==> config.mk <==
export PLATFORM = sky130hd
export DESIGN_NAME = input_load_controller
export DESIGN_NICKNAME = d
export VERILOG_FILES = /design/src/rtl/input_load_controller.sv
export SDC_FILE = /design/constraint.sdc
export NUM_CORES = 1
export LEC_CHECK = 0
export CELL_PAD_IN_SITES_DETAIL_PLACEMENT = 1
export CELL_PAD_IN_SITES_GLOBAL_PLACEMENT = 1
export CORE_UTILIZATION = 36
export CTS_CLUSTER_DIAMETER = 100
export DETAILED_ROUTE_END_ITERATION = 7
export GPL_ROUTABILITY_DRIVEN = 1
export MAX_ROUTING_LAYER = met4
export PLACE_DENSITY_LB_ADDON = 0.1
export SLEW_MARGIN = 20
export SYNTH_ARGS = -nofsm -noshare
export SYNTH_HDL_FRONTEND = slang
export SYNTH_SLANG_ARGS = --single-unit
==> constraint.sdc <==
create_clock -name clock -period 2.3 [get_ports clock]
set_clock_uncertainty 0.15 [all_clocks]
set_input_delay 0.23 -clock clock [delete_from_list [all_inputs] [get_ports clock]]
set_output_delay 0.23 -clock clock [all_outputs]
set_load 0.01 [all_outputs]
==> src/rtl/input_load_controller.sv <==
// Frame load controller: accepts pixels over a valid/ready handshake,
// binarises each against a threshold, and bit-bangs the result into an
// external shift register (clear strobe, shift clock, shift data).
//
// Ports:
//   clock, reset     system clock, asynchronous active-high reset
//   start, abort     frame-load request / cancel of an in-progress load
//   pixelData        unsigned grayscale pixel, qualified by pixelValid
//   pixelReady       controller accepts a pixel this cycle
//   srReset          one-cycle clear strobe to the shift register
//   serialClock      shift clock (rising edge shifts)
//   serialData       shift data bit, stable before and during each rising edge
//   busy             frame load in progress
//   frameDone        one-cycle pulse after the last bit is shifted
//   pixelCount       pixels shifted in the current frame
module input_load_controller #(
  parameter int numInputs  = 784,
  parameter int pixelWidth = 8,
  parameter int threshold  = 128
) (
  input  logic                             clock,
  input  logic                             reset,
  input  logic                             start,
  input  logic                             abort,
  input  logic [pixelWidth-1:0]            pixelData,
  input  logic                             pixelValid,
  output logic                             pixelReady,
  output logic                             srReset,
  output logic                             serialClock,
  output logic                             serialData,
  output logic                             busy,
  output logic                             frameDone,
  output logic [$clog2(numInputs+1)-1:0]   pixelCount
);

  localparam int unsigned CW = $clog2(numInputs + 1);
  localparam logic [CW-1:0] LAST_COUNT = CW'(numInputs);
  localparam logic [31:0] THRESH = 32'(threshold);

  typedef enum logic [2:0] {
    IDLE,
    CLEAR,
    WAIT_PIX,
    SETUP,
    HIGH,
    DONE
  } state_t;

  state_t state;
  state_t state_next;
  logic   pixel_bit;

  // Full-width unsigned compare so any threshold value behaves sensibly.
  assign pixel_bit = (32'(pixelData) >= THRESH);

  // Next-state logic; abort overrides every transition outside IDLE.
  always_comb begin
    state_next = state;
    case (state)
      IDLE:     if (start && !abort) state_next = CLEAR;
      CLEAR:    state_next = WAIT_PIX;
      WAIT_PIX: if (pixelValid) state_next = SETUP;
      SETUP:    state_next = HIGH;
      // pixelCount already holds the incremented value while in HIGH.
      HIGH:     state_next = (pixelCount == LAST_COUNT) ? DONE : WAIT_PIX;
      DONE:     state_next = IDLE;
      default:  state_next = IDLE;
    endcase
    if (abort && (state != IDLE)) state_next = IDLE;
  end

  // State and outputs are registered from the next state so every output
  // reflects the state it belongs to, with no input-to-output path.
  always_ff @(posedge clock or posedge reset) begin
    if (reset) begin
      state       <= IDLE;
      pixelReady  <= 1'b0;
      srReset     <= 1'b0;
      serialClock <= 1'b0;
      serialData  <= 1'b0;
      busy        <= 1'b0;
      frameDone   <= 1'b0;
      pixelCount  <= '0;
    end else begin
      state       <= state_next;
      pixelReady  <= (state_next == WAIT_PIX);
      srReset     <= (state_next == CLEAR);
      serialClock <= (state_next == HIGH);
      frameDone   <= (state_next == DONE);
      busy        <= (state_next == CLEAR) || (state_next == WAIT_PIX) ||
                     (state_next == SETUP) || (state_next == HIGH);
      if (state_next == CLEAR) begin
        pixelCount <= '0;
      end else if (state_next == HIGH) begin
        pixelCount <= pixelCount + CW'(1);
      end
      // Data only moves on the accept edge, one cycle ahead of the shift clock.
      if ((state == WAIT_PIX) && (state_next == SETUP)) begin
        serialData <= pixel_bit;
      end
    end
  end

endmodule

Word-level counts from Yosys, hierarchy flattened. Index checks and enable logic that the tools add are counted.

Register bits: 19. Bits in latches: 0. Bits in writable memories: 0. Bits in read-only memories: 0. Bits of input ports: 13. Output and inout bits: 16. Logic and storage cells: 37. Memories kept: 0.

Add/sub/neg operators: 1. $mul: 0. Divide/modulo/power cells: 0. $lt $le $gt $ge: 1. Equal/unequal tests: 10. Shift operators: 0. Multiplexer cells: 7. Bitwise operators: 0. Reductions and logical operators: 10.

Operator list (number): 10-bit 2-to-1 mux (2); 3-bit case mux with 5 select lines (1); 3-bit by 2-bit == test with 1-bit output, second input constant (4); 3-bit 2-to-1 mux (4); 10-bit by 1-bit adder with 10-bit output, second input constant (1); 10-bit == test, second input constant (1); 3-bit == test, second input constant (3); 8-bit greater-or-equal comparator, second input constant (1); 3-bit by 1-bit == test with 1-bit output, second input constant (2); 1-bit logical AND (3); 3-bit zero test (1); 1-bit logical OR (3); 3-bit nonzero test (1); 2-bit nonzero test (1); 1-bit zero test (1).

Longest topological paths before layout. Gate-level depths: netlist of the first run.

Depth in word-level cells: 9. Depth in mapped cells: 6. Gate-level depth less buffers: 6.

Worst setup path before layout of the first run. No wires, ideal clock.

Path kind: flip-flop to flip-flop. Start point: register state[1]. End point: register pixelReady. Library setup time: 0.073 ns. Arrival time: 1.361 ns. Required time: 2.077 ns. Setup slack: 0.716 ns. Stages on the path, launching flop included: 5. Path buffers: 1. Period minus slack after synthesis: 1.584 ns. Path through: dfrtp_1 -> buf_6 -> or4b_4 -> or2_1 -> a21oi_2.

Word-level cells in the longest chain between the ends: 4. Elaborated cells on any way between the ends: 12. Those cells by class: eq/ne: 5; mux: 4; reduce/logical: 3.

RTL lines: start: declaration (line 49) `state_t state;`; start signal: assignment (line 85) `state <= state_next;`; 3-bit == test (tied with other cells) (line 59) `case (state)`; 3-bit case mux with 5 select lines or 1-bit logical AND (tied branches) (line 59, 69); 3-bit 2-to-1 mux * (line 69) `if (abort && (state != IDLE)) state_next = IDLE;`; 3-bit by 2-bit == test with 1-bit output * (line 86) `pixelReady <= (state_next == WAIT_PIX);`; end signal: assignment (line 86); end: declaration (line 27) `output logic pixelReady,`.

Every way passes the cells marked *; elsewhere a longest branch is shown, timed or not. A chain may end at the register's enable or synchronous reset.

Worst setup path after layout of the first run.
Start point: register pixelCount[0]. End point: register pixelReady.

Word-level cells in the longest chain between the ends: 5.

RTL lines: start: declaration (line 33) `output logic [$clog2(numInputs+1)-1:0] pixelCount`; start signal: assignment (line 95) `pixelCount <= pixelCount + CW'(1);`; 10-bit == test (line 65) `HIGH: state_next = (pixelCount == LAST_COUNT) ? DONE : WAIT_PIX;`; 3-bit 2-to-1 mux (line 65); 3-bit case mux with 5 select lines (line 59); 3-bit 2-to-1 mux (line 69); 3-bit by 2-bit == test with 1-bit output (line 86).

Every way passes these cells.

==> out/results.tsv, run 1 <==
stage	metric	value	unit
timing	worst_slew_pin_slew	0.6977	ns
route	num_vias	792	
global_routing	grt_pass1_vias	781	
synth	yosys_warnings	0	
pwr	swShare	0.2621	
timing	relSlewSlack	0.5344	
setup_path	path_max_fanout	8	
pwr	peakVddDrop	0.0003045	V
run	drv_cap	0	
route	routed_wirelength	2086	µm
die	core	2455	µm²
layout	area_growth	29.23	%
synth	yosysUniqueCellTypes	34	
timing	holdWs	0.1979	ns
route	drt_iter0_drc	4	
min_path	hold_path_class	in -> async	
die	io_pins	29	
route	routedWlPerCell	14.39	µm
timing	rsz0062_at_grt	false	
layout	multi_input_area	410.4	µm²
cts	htreeDepth	1	
cts	cts_buffer_depth	2	
setup_path	critPathKind	reg -> reg	
placement	io_buffers	21	
pwr	pwr-share-comb	0.166	
cts	cts_resized	0	
pwr	power.density	545.0	nW/µm²
synth	yosys_most_used_dff	dfrtp_1	
synth	synth.ff_latch_count	19	
pwr	power.share.clock	0.256	
layout	n_fill_cell	285	
route	firstDrtPassIters	4	
setup_path	worst-path-buf-inv	1	
cts	clock_latency	0.29	ns
setup_path	worst_setup_path_end_kind	flip-flop	
timing	finalCriticalPeriod	1.814	ns
cts	cts_sinks	19	
timing	finalHoldViolCount	0	
synth	ys_seq_area_frac	0.5142	
layout	layout.nets	131	
setup_path	crit_slowest_cell	dfrtp_1	
pwr	power_leakage	0.5299	nW
route	drc_errors	0	
setup_path	cp.arrival	1.84	ns
layout	drive_gt1_frac	0.08696	
route	viasPerCell	5.462	
global_routing	grt_max_degree	20	
pwr	internal_power	0.4805	mW
cts	cts_hold_buf	0	
layout	final-seq-area	475.5	µm²
placement	dpl.hpwl	1521	µm
synth	syn_nets	106	
route	ant_nets	0	
timing	fmax	551.3	MHz
die	die_w	52.68	µm
die	start_util	0.3767	
synth	async_flop_share	1.000	
pwr	total_power	0.6512	mW
pwr	switchingPower	0.1706	mW
synth	netlist.area_leader.share	0.5142	
global_routing	grt_use_total	0.1838	
global_routing	antenna_found_initial	0	
global_routing	overflow	0	
die	die_h	52.68	µm
die	die_area	2775	µm²
synth	syn_area_per_cell	10.16	µm²
layout	postLayoutCoreUtil	0.4867	
cts	cts_inserted_buffers	3	
timing	worst_slack	0.4862	ns
synth	yosysTopAreaCell	dfrtp_1	
timing	setup_viol	0	
setup_path	path_cells	inv_1 > ha_1 > nand4bb_1 > nor4_1 > or2_1 > a21oi_2	
setup_path	critical_path_required	2.32	ns
cts	post_cts_buffers	0	
cts	path_clk_slew	0.11	ns
setup_path	path_delay_family	simple AND/OR/NAND/NOR gates	
timing	slew_violations	0	
synth	synth_area_leaders	dfrtp_1 51%, o21ai_0 8.1%, nand2_1 2.8%	
synth	synth_cells	91	
setup_path	cp_slowest_stage_delay	0.48	ns
status	status	completed	
layout	n_antenna_cell	0	
cts	cts_root_buf	clkbuf_4	
die	placementRows	18	
synth	synth_area	924.6	µm²
pwr	pwr-share-seq	0.578	
placement	pre_cts_slack	0.2639	ns
timing	fin_crit_sh	0.7886	
placement	place_congestion	0.7797	
synth	synth_edf_count	0	
global_routing	grt_pass1_wl	3574	µm
cts	cts_tree	built	
timing	tns	0	ns
setup_path	start_kind	flip-flop	
-- power by group through the flow --
stage               sequential (mW)  combinational, mW  clock, mW
floorplan                     0.384             0.0521          0
global placement              0.382              0.108          0
detailed placement            0.383              0.110          0
CTS                           0.376              0.111      0.176
global route                  0.380              0.121      0.189
finish                        0.376              0.108      0.167
-- per-layer routing --
metal	vias up	global-route usage	part of all wire	routed length [µm]
li1	379	-	-	-
met1	396	0.2387	0.50	1033
met2	15	0.2848	0.47	970
met3	2	0.03478	0.032	67
met4	0	0.06579	0.0072	15
met5	-	-	0	0
-- sequential cells by signal, indices dropped and copies added (netlist names) --
name	flops
frameDone	1
pixelCount	10
serialClock	1
busy	1
srReset	1
serialData	1
state	3
pixelReady	1
-- per-stage QoR --
| step | instance area (µm²) | instances |
|---|---|---|
| 2_1_floorplan | 924.6 | 91 |
| 6_report | 1195 | 145 |
| 3_5_place_dp | 1167 | 141 |
| 5_1_grt | 1195 | 145 |
| 4_1_cts | 1195 | 145 |
| 3_3_place_gp | 1167 | 141 |
-- worst reg2reg max path: stages (launching register included) --
cell and delay (ns):
dfrtp_1 0.48, inv_1 0.09, ha_1 0.15, nand4bb_1 0.11, nor4_1 0.45, or2_1 0.21
a21oi_2 0.06
-- kinds of logic after synthesis --
logic type	synth area share
fa+ha+maj	0.02706
mux	0.03383
compound gates	0.1502
flops	0.5142
simple gates	0.2233
buf+inv	0.04193
xor+xnor	0.009474
-- cells in the final DEF (no fill, tap or decap), drive strengths merged --
cell type      synthesis  layout
and4                   1       1
a22o                   1       1
a31oi                  3       3
nor3b                  1       1
inv                    4       4
or4b                   1       1
and3                   2       2
ha                     2       2
clkbuf                 1       3
nor2b                  1       1
nor2                   4       4
and2                   2       2
xor2                   1       1
or2                    1       1
mux2                   1       1
buf                    2       2
nand2                  7       7
clkinv                 1       2
o21ai                 16      16
nand4bb                2       2
nand3b                 1       1
nand4                  4       4
a21oi                  4       4
nand2b                 3       3
dfrtp                 19      19
mux2i                  2       2
o31ai                  1       1
clkdlybuf4s50          0      21
nor4                   2       2
nand3                  1       1
-- cells in the mapped netlist (2+ instances only) --
cell / instances
a21oi_1: 3
a31oi_1: 3
and3_1: 2
dfrtp_1: 19
ha_1: 2
inv_1: 4
mux2i_1: 2
nand2_1: 7
nand2b_1: 3
nand4_1: 4
nand4bb_1: 2
nor2_1: 4
o21ai_0: 15
-- worst paths after layout --
path	to	slack [ns]	startpoint	cells after the start
max	pixelReady	0.49	pixelCount[0]	6
min	frameDone	0.20	reset	2
max reg2reg	pixelReady	0.49	pixelCount[0]	6
min reg2reg	serialData	0.37	serialData	1
max in group asynchronous	busy	1.36	reset	2
min in group clock	serialData	0.37	serialData	1
-- area by class of cell --
type | count | share of cell area
Sequential cell | 19 | 0.3979
Multi-Input combinational cell | 64 | 0.3435
Timing Repair Buffer | 23 | 0.1885
Tap cell | 30 | 0.03141
Clock buffer | 3 | 0.01885
Inverter | 5 | 0.01571
Clock inverter | 1 | 0.004188
Power figures use the tool's default switching activity.
==> run 2, diff against run 1 <==
CORE_UTILIZATION = 34   (was 36)
clock period = 1.7 ns   (was 2.3 ns; I/O delays follow)
==> out/results.tsv, run 2 (synthesis results as in run 1) <==
stage	metric	value	unit	change
timing	slew_violations	0		unchanged
timing	fin_crit_sh	0.9552		
layout	postLayoutCoreUtil	0.5129		was 0.4867
route	drc_errors	0		unchanged
global_routing	antenna_found_initial	0		unchanged
route	routed_wirelength	2205	µm	was 2086 µm
timing	tns	0	ns	unchanged
min_path	hold_path_class	in -> async		unchanged
setup_path	path_max_fanout	7		was 8
status	status	completed		unchanged
setup_path	crit_cells	1		was 6
timing	holdWs	0.04066	ns	was 0.1979 ns
timing	worst_slew_pin_slew	0.3707	ns	was 0.6977 ns
layout	n_fill_cell	302		was 285
global_routing	grt_max_degree	20		unchanged
global_routing	grt_pass1_vias	823		was 781
die	core	2522	µm²	was 2455 µm²
timing	finalHoldViolCount	0		unchanged
setup_path	path_cells	clkdlybuf4s50_1		was inv_1 > ha_1 > nand4bb_1 > nor4_1 > or2_1 > a21oi_2
setup_path	crit_path_start	pixelCount[7]		was pixelCount[0]
cts	cts_buffer_depth	2		unchanged
setup_path	ff2ff_path_depth	6		unchanged
layout	n_antenna_cell	0		unchanged
global_routing	overflow	0		unchanged
die	die_w	54.15	µm	was 52.68 µm
setup_path	crit_slowest_cell	clkdlybuf4s50_1		was dfrtp_1
layout	largest_register	pixelCount		unchanged
setup_path	cp.arrival	1.30	ns	was 1.84 ns
layout	reg_top3	pixelCount: 10 flops, state: 3 flops		unchanged
setup_path	r2r_end	pixelCount[6]		was pixelReady
route	routedWlPerCell	14.13	µm	was 14.39 µm
timing	fmax	615.8	MHz	
cts	cts_tree	built		unchanged
die	die_h	54.15	µm	was 52.68 µm
die	io_pins	29		unchanged
die	die_area	2932	µm²	was 2775 µm²
route	num_vias	804		was 792
cts	cts_root_buf	clkbuf_4		unchanged
cts	path_clk_slew	0.11	ns	about the same
timing	setup_viol	0		unchanged
layout	largest_register_ffs	10		unchanged
placement	dpl.hpwl	1620	µm	was 1521 µm
setup_path	worst_setup_path_end_kind	primary output		was flip-flop
cts	clock_latency	0.29	ns	about the same
route	viasPerCell	5.154		was 5.462
global_routing	grt_pass1_wl	3739	µm	was 3574 µm
layout	area_growth	39.92	%	was 29.23%
route	firstDrtPassIters	4		unchanged
cts	cts_hold_buf	0		unchanged
timing	worst_slack	0.07612	ns	was 0.4862 ns
timing	relSlewSlack	0.7528		was 0.5344
layout	design_area	1294	µm²	was 1195 µm²
setup_path	start_kind	flip-flop		unchanged
setup_path	critical_path_required	1.38	ns	was 2.32 ns
placement	place_congestion	0.7310		was 0.7797
layout	layout.nets	142		was 131
setup_path	r2r-start	pixelCount[0]		unchanged
setup_path	r2r_setup_slack	0.08	ns	was 0.49 ns
pwr	power_leakage	0.6599	nW	was 0.5299 nW
route	ant_nets	0		unchanged
cts	cts_sinks	19		unchanged
cts	cts_inserted_buffers	3		unchanged
layout	drive_gt1_frac	0.1984		was 0.08696
pwr	peakVddDrop	0.0004193	V	was 0.0003045 V
setup_path	cp_slowest_stage_delay	0.57	ns	was 0.48 ns
cts	post_cts_buffers	0		unchanged
placement	pre_cts_slack	-0.1158	ns	was 0.2639 ns
setup_path	path_delay_family	buffers and inverters		was simple AND/OR/NAND/NOR gates
placement	dpl_cell_area	1250	µm²	was 1167 µm²
timing	rsz0062_at_grt	false		unchanged
run	drv_cap	0		unchanged
global_routing	grt_use_total	0.1863		was 0.1838
setup_path	worst-path-buf-inv	1		unchanged
setup_path	critPathKind	reg -> out		was reg -> reg
placement	io_buffers	21		unchanged
timing	finalCriticalPeriod	1.624	ns	
cts	htreeDepth	1		unchanged
route	drt_iter0_drc	7		was 4
die	start_util	0.3666		was 0.3767
layout	final_cell_mix	17 x dfrtp_1, 17 x clkdlybuf4s50_1, 15 x o21ai_0		was 21 x clkdlybuf4s50_1, 19 x dfrtp_1, 15 x o21ai_0
pwr	power.density	699.3	nW/µm²	was 545.0 nW/µm²
die	placementRows	18		unchanged
==> run 2: routing by layer <==
layer	global-route usage	part of all wire	vias to the layer above
met1	0.2435	0.47	388
met5	-	0	-
met2	0.2866	0.48	16
met4	0.07692	0.0086	0
li1	-	-	398
met3	0.02542	0.032	2
==> run 2: how the worst max path moves through the flow <==
stage	to	slack, ns
after global routing	pixelCount[6]	0.001
after floorplan	pixelReady	0.12
final	pixelCount[7]	0.08
after global placement	pixelCount[8]	-0.14
after CTS	pixelCount[2]	0.02
after detailed placement	pixelCount[8]	-0.12
==> run 2: layout make-up <==
type / count / area (µm²) / area share
Clock buffer: 4 / 26.28 / 0.02031
Inverter: 5 / 18.77 / 0.01451
Multi-Input combinational cell: 64 / 415.4 / 0.3211
Sequential cell: 19 / 478.0 / 0.3694
Tap cell: 30 / 37.54 / 0.02901
Timing Repair Buffer: 34 / 317.8 / 0.2456
==> run 2: through the flow <==
stage | total power [mW] | cells
final | 0.9047 | 156
after global routing | 0.9554 | 156
after CTS | 0.9199 | 156
after detailed placement | 0.6872 | 152
after global placement | 0.6824 | 152
after floorplan | 0.5902 | 91
==> run 2: what timing repair did <==
action,in CTS,in global routing
endpoints found under the setup margin,3,11
resized for setup,1,8
pin swaps,0,1
==> run 2: where the power goes <==
part,total [mW],internal [mW],switching [mW]
Combinational,0.176,0.0983,0.0776
Sequential,0.500,0.481,0.0192
Clock,0.229,0.0912,0.137
==> run 3, diff against run 2 <==
CORE_ASPECT_RATIO = 1.5   (was default)
==> out/results.tsv, run 3 (synthesis results as in run 1) <==
stage	metric	value	unit	change
status	status	completed		unchanged
route	drt_iter0_drc	18		was 7
placement	dp.cells	160		was 152
global_routing	grt_max_degree	20		unchanged
layout	largest_register	pixelCount		unchanged
route	routedWlPerCell	14.25	µm	was 14.13 µm
layout	final_cells	166		was 156
timing	relSlewSlack	0.7362		was 0.7528
die	start_util	0.3691		was 0.3666
timing	slew_violations	0		unchanged
setup_path	r2r-start	state[0]		was pixelCount[0]
setup_path	worst_setup_path_end_kind	flip-flop		was primary output
pwr	power_leakage	0.6525	nW	was 0.6599 nW
cts	htreeDepth	1		unchanged
setup_path	path_max_fanout	7		unchanged
die	core	2505	µm²	was 2522 µm²
layout	largest_register_ffs	10		unchanged
route	num_vias	831		was 804
cts	cts_tree	built		unchanged
route	ant_nets	0		unchanged
die	die_w	44.58	µm	was 54.15 µm
placement	pre_cts_slack	-0.1420	ns	was -0.1158 ns
cts	cts_hold_buf	0		unchanged
layout	mostFrequentLayoutCell	clkdlybuf4s50_1		
global_routing	grt_use_total	0.1862		was 0.1863
setup_path	critical_path_required	1.79	ns	was 1.38 ns
route	route.met3.wl	48	µm	was 71 µm
setup_path	ff2ff_path_depth	3		was 6
route	drc_errors	0		unchanged
global_routing	grt_pass1_wl	3857	µm	was 3739 µm
placement	dpl.hpwl	1726	µm	was 1620 µm
timing	setup_viol	0		unchanged
setup_path	cp.arrival	1.76	ns	was 1.30 ns
setup_path	critPathKind	reg -> reg		was reg -> out
pwr	power.density	692.8	nW/µm²	was 699.3 nW/µm²
timing	rsz0062_at_grt	true		was false
setup_path	r2r_end	pixelReady		was pixelCount[6]
layout	n_antenna_cell	0		unchanged
global_routing	grt_pass1_vias	841		was 823
die	io_pins	29		unchanged
cts	cts_buffer_depth	2		unchanged
timing	finalHoldViolCount	0		unchanged
min_path	hold_path_class	in -> async		unchanged
timing	fmax	598.8	MHz	was 615.8 MHz
timing	finalCriticalPeriod	1.670	ns	was 1.624 ns
die	placementRows	22		was 18
layout	design_area	1353	µm²	was 1294 µm²
layout	n_fill_cell	278		was 302
timing	worst_slew_pin_slew	0.3957	ns	was 0.3707 ns
cts	path_clk_slew	0.12	ns	was 0.11 ns
die	die_area	2936	µm²	was 2932 µm²
route	routedLengthMet1	992	µm	was 1046 µm
placement	io_buffers	21		unchanged
global_routing	overflow	0		unchanged
route	routed_wirelength	2365	µm	was 2205 µm
die	die_h	65.87	µm	was 54.15 µm
cts	cts_inserted_buffers	3		unchanged
layout	layout.nets	146		was 142
timing	tns	0	ns	unchanged
setup_path	start_kind	flip-flop		unchanged
route	viasPerCell	5.006		was 5.154
global_routing	antenna_found_initial	0		unchanged
layout	area_growth	46.28	%	was 39.92%
placement	dpl_cell_area	1272	µm²	was 1250 µm²
timing	worst_slack	0.03001	ns	was 0.07612 ns
timing	fin_crit_sh	0.9823		was 0.9552
pwr	peakVddDrop	0.0003727	V	was 0.0004193 V
route	firstDrtPassIters	3		was 4
layout	drive_gt1_frac	0.2692		was 0.1984
run	drv_cap	0		unchanged
cts	cts_sinks	19		unchanged
setup_path	r2r_setup_slack	0.03	ns	was 0.08 ns
layout	final_cell_mix	18 x clkdlybuf4s50_1, 17 x buf_4, 15 x o21ai_0		was 17 x dfrtp_1, 17 x clkdlybuf4s50_1, 15 x o21ai_0
placement	place_congestion	0.7566		was 0.7310
layout	reg_top3	pixelCount: 10 flops, state: 3 flops		unchanged
cts	clock_latency	0.30	ns	was 0.29 ns
route	wl_met2	1277	µm	was 1069 µm
route	dr.max_layer_used	met4		unchanged
cts	cts_root_buf	clkbuf_4		unchanged
## run 3: per-stage QoR
stage	utilization	power, mW	hold slack, ns
after floorplan	-	0.5902	-0.02887
after global placement	0.5080	0.6871	0.3383
after detailed placement	0.5080	0.6936	0.3473
after CTS	0.5230	0.9386	0.03653
after global routing	0.5400	0.9835	0.06382
final	0.5400	0.9371	0.03140
## run 3: how the worst max path moves through the flow
| stage | slack [ns] | from | end |
|---|---|---|---|
| floorplan | 0.12 | state[1] | pixelReady |
| global placement | -0.11 | start | pixelCount[5] |
| detailed placement | -0.14 | start | pixelCount[5] |
| CTS | 0.009 | state[0] | pixelReady |
| global route | -0.008 | pixelCount[0] | pixelReady |
| finish | 0.03 | state[0] | pixelReady |
## run 3: per-layer routing
metal  vias up  GRT usage
li1        404          -
met1       408     0.2132
met2        15     0.3107
met3         4    0.02459
met4         0    0.09470
met5         -          -
## run 3: where the power goes
part | switching [mW] | internal [mW]
sequential | 0.0232 | 0.482
combinational | 0.0787 | 0.110
clock | 0.154 | 0.0895
total | 0.256 | 0.681
## run 3: worst max-delay path: stages (launching register included)
cell     delay, ns
dfrtp_2       0.48
or4b_4        0.56
or2_1         0.28
a21oi_2       0.14
## run 3: layout make-up
type | count | area [µm²] | share of cell area
Inverter | 5 | 18.77 | 0.01388
Timing Repair Buffer | 38 | 345.3 | 0.2553
Multi-Input combinational cell | 64 | 430.4 | 0.3182
Sequential cell | 19 | 483.0 | 0.3571
Tap cell | 36 | 45.04 | 0.03330
Clock buffer | 3 | 22.52 | 0.01665
Clock inverter | 1 | 7.507 | 0.005550
## run 3: timing repair
| item | CTS | global route |
|---|---|---|
| setup endpoints to repair | 8 | 14 |
| hold endpoints to repair | 0 | 0 |
| setup buffers | 0 | 2 |
| resized for setup | 4 | 10 |
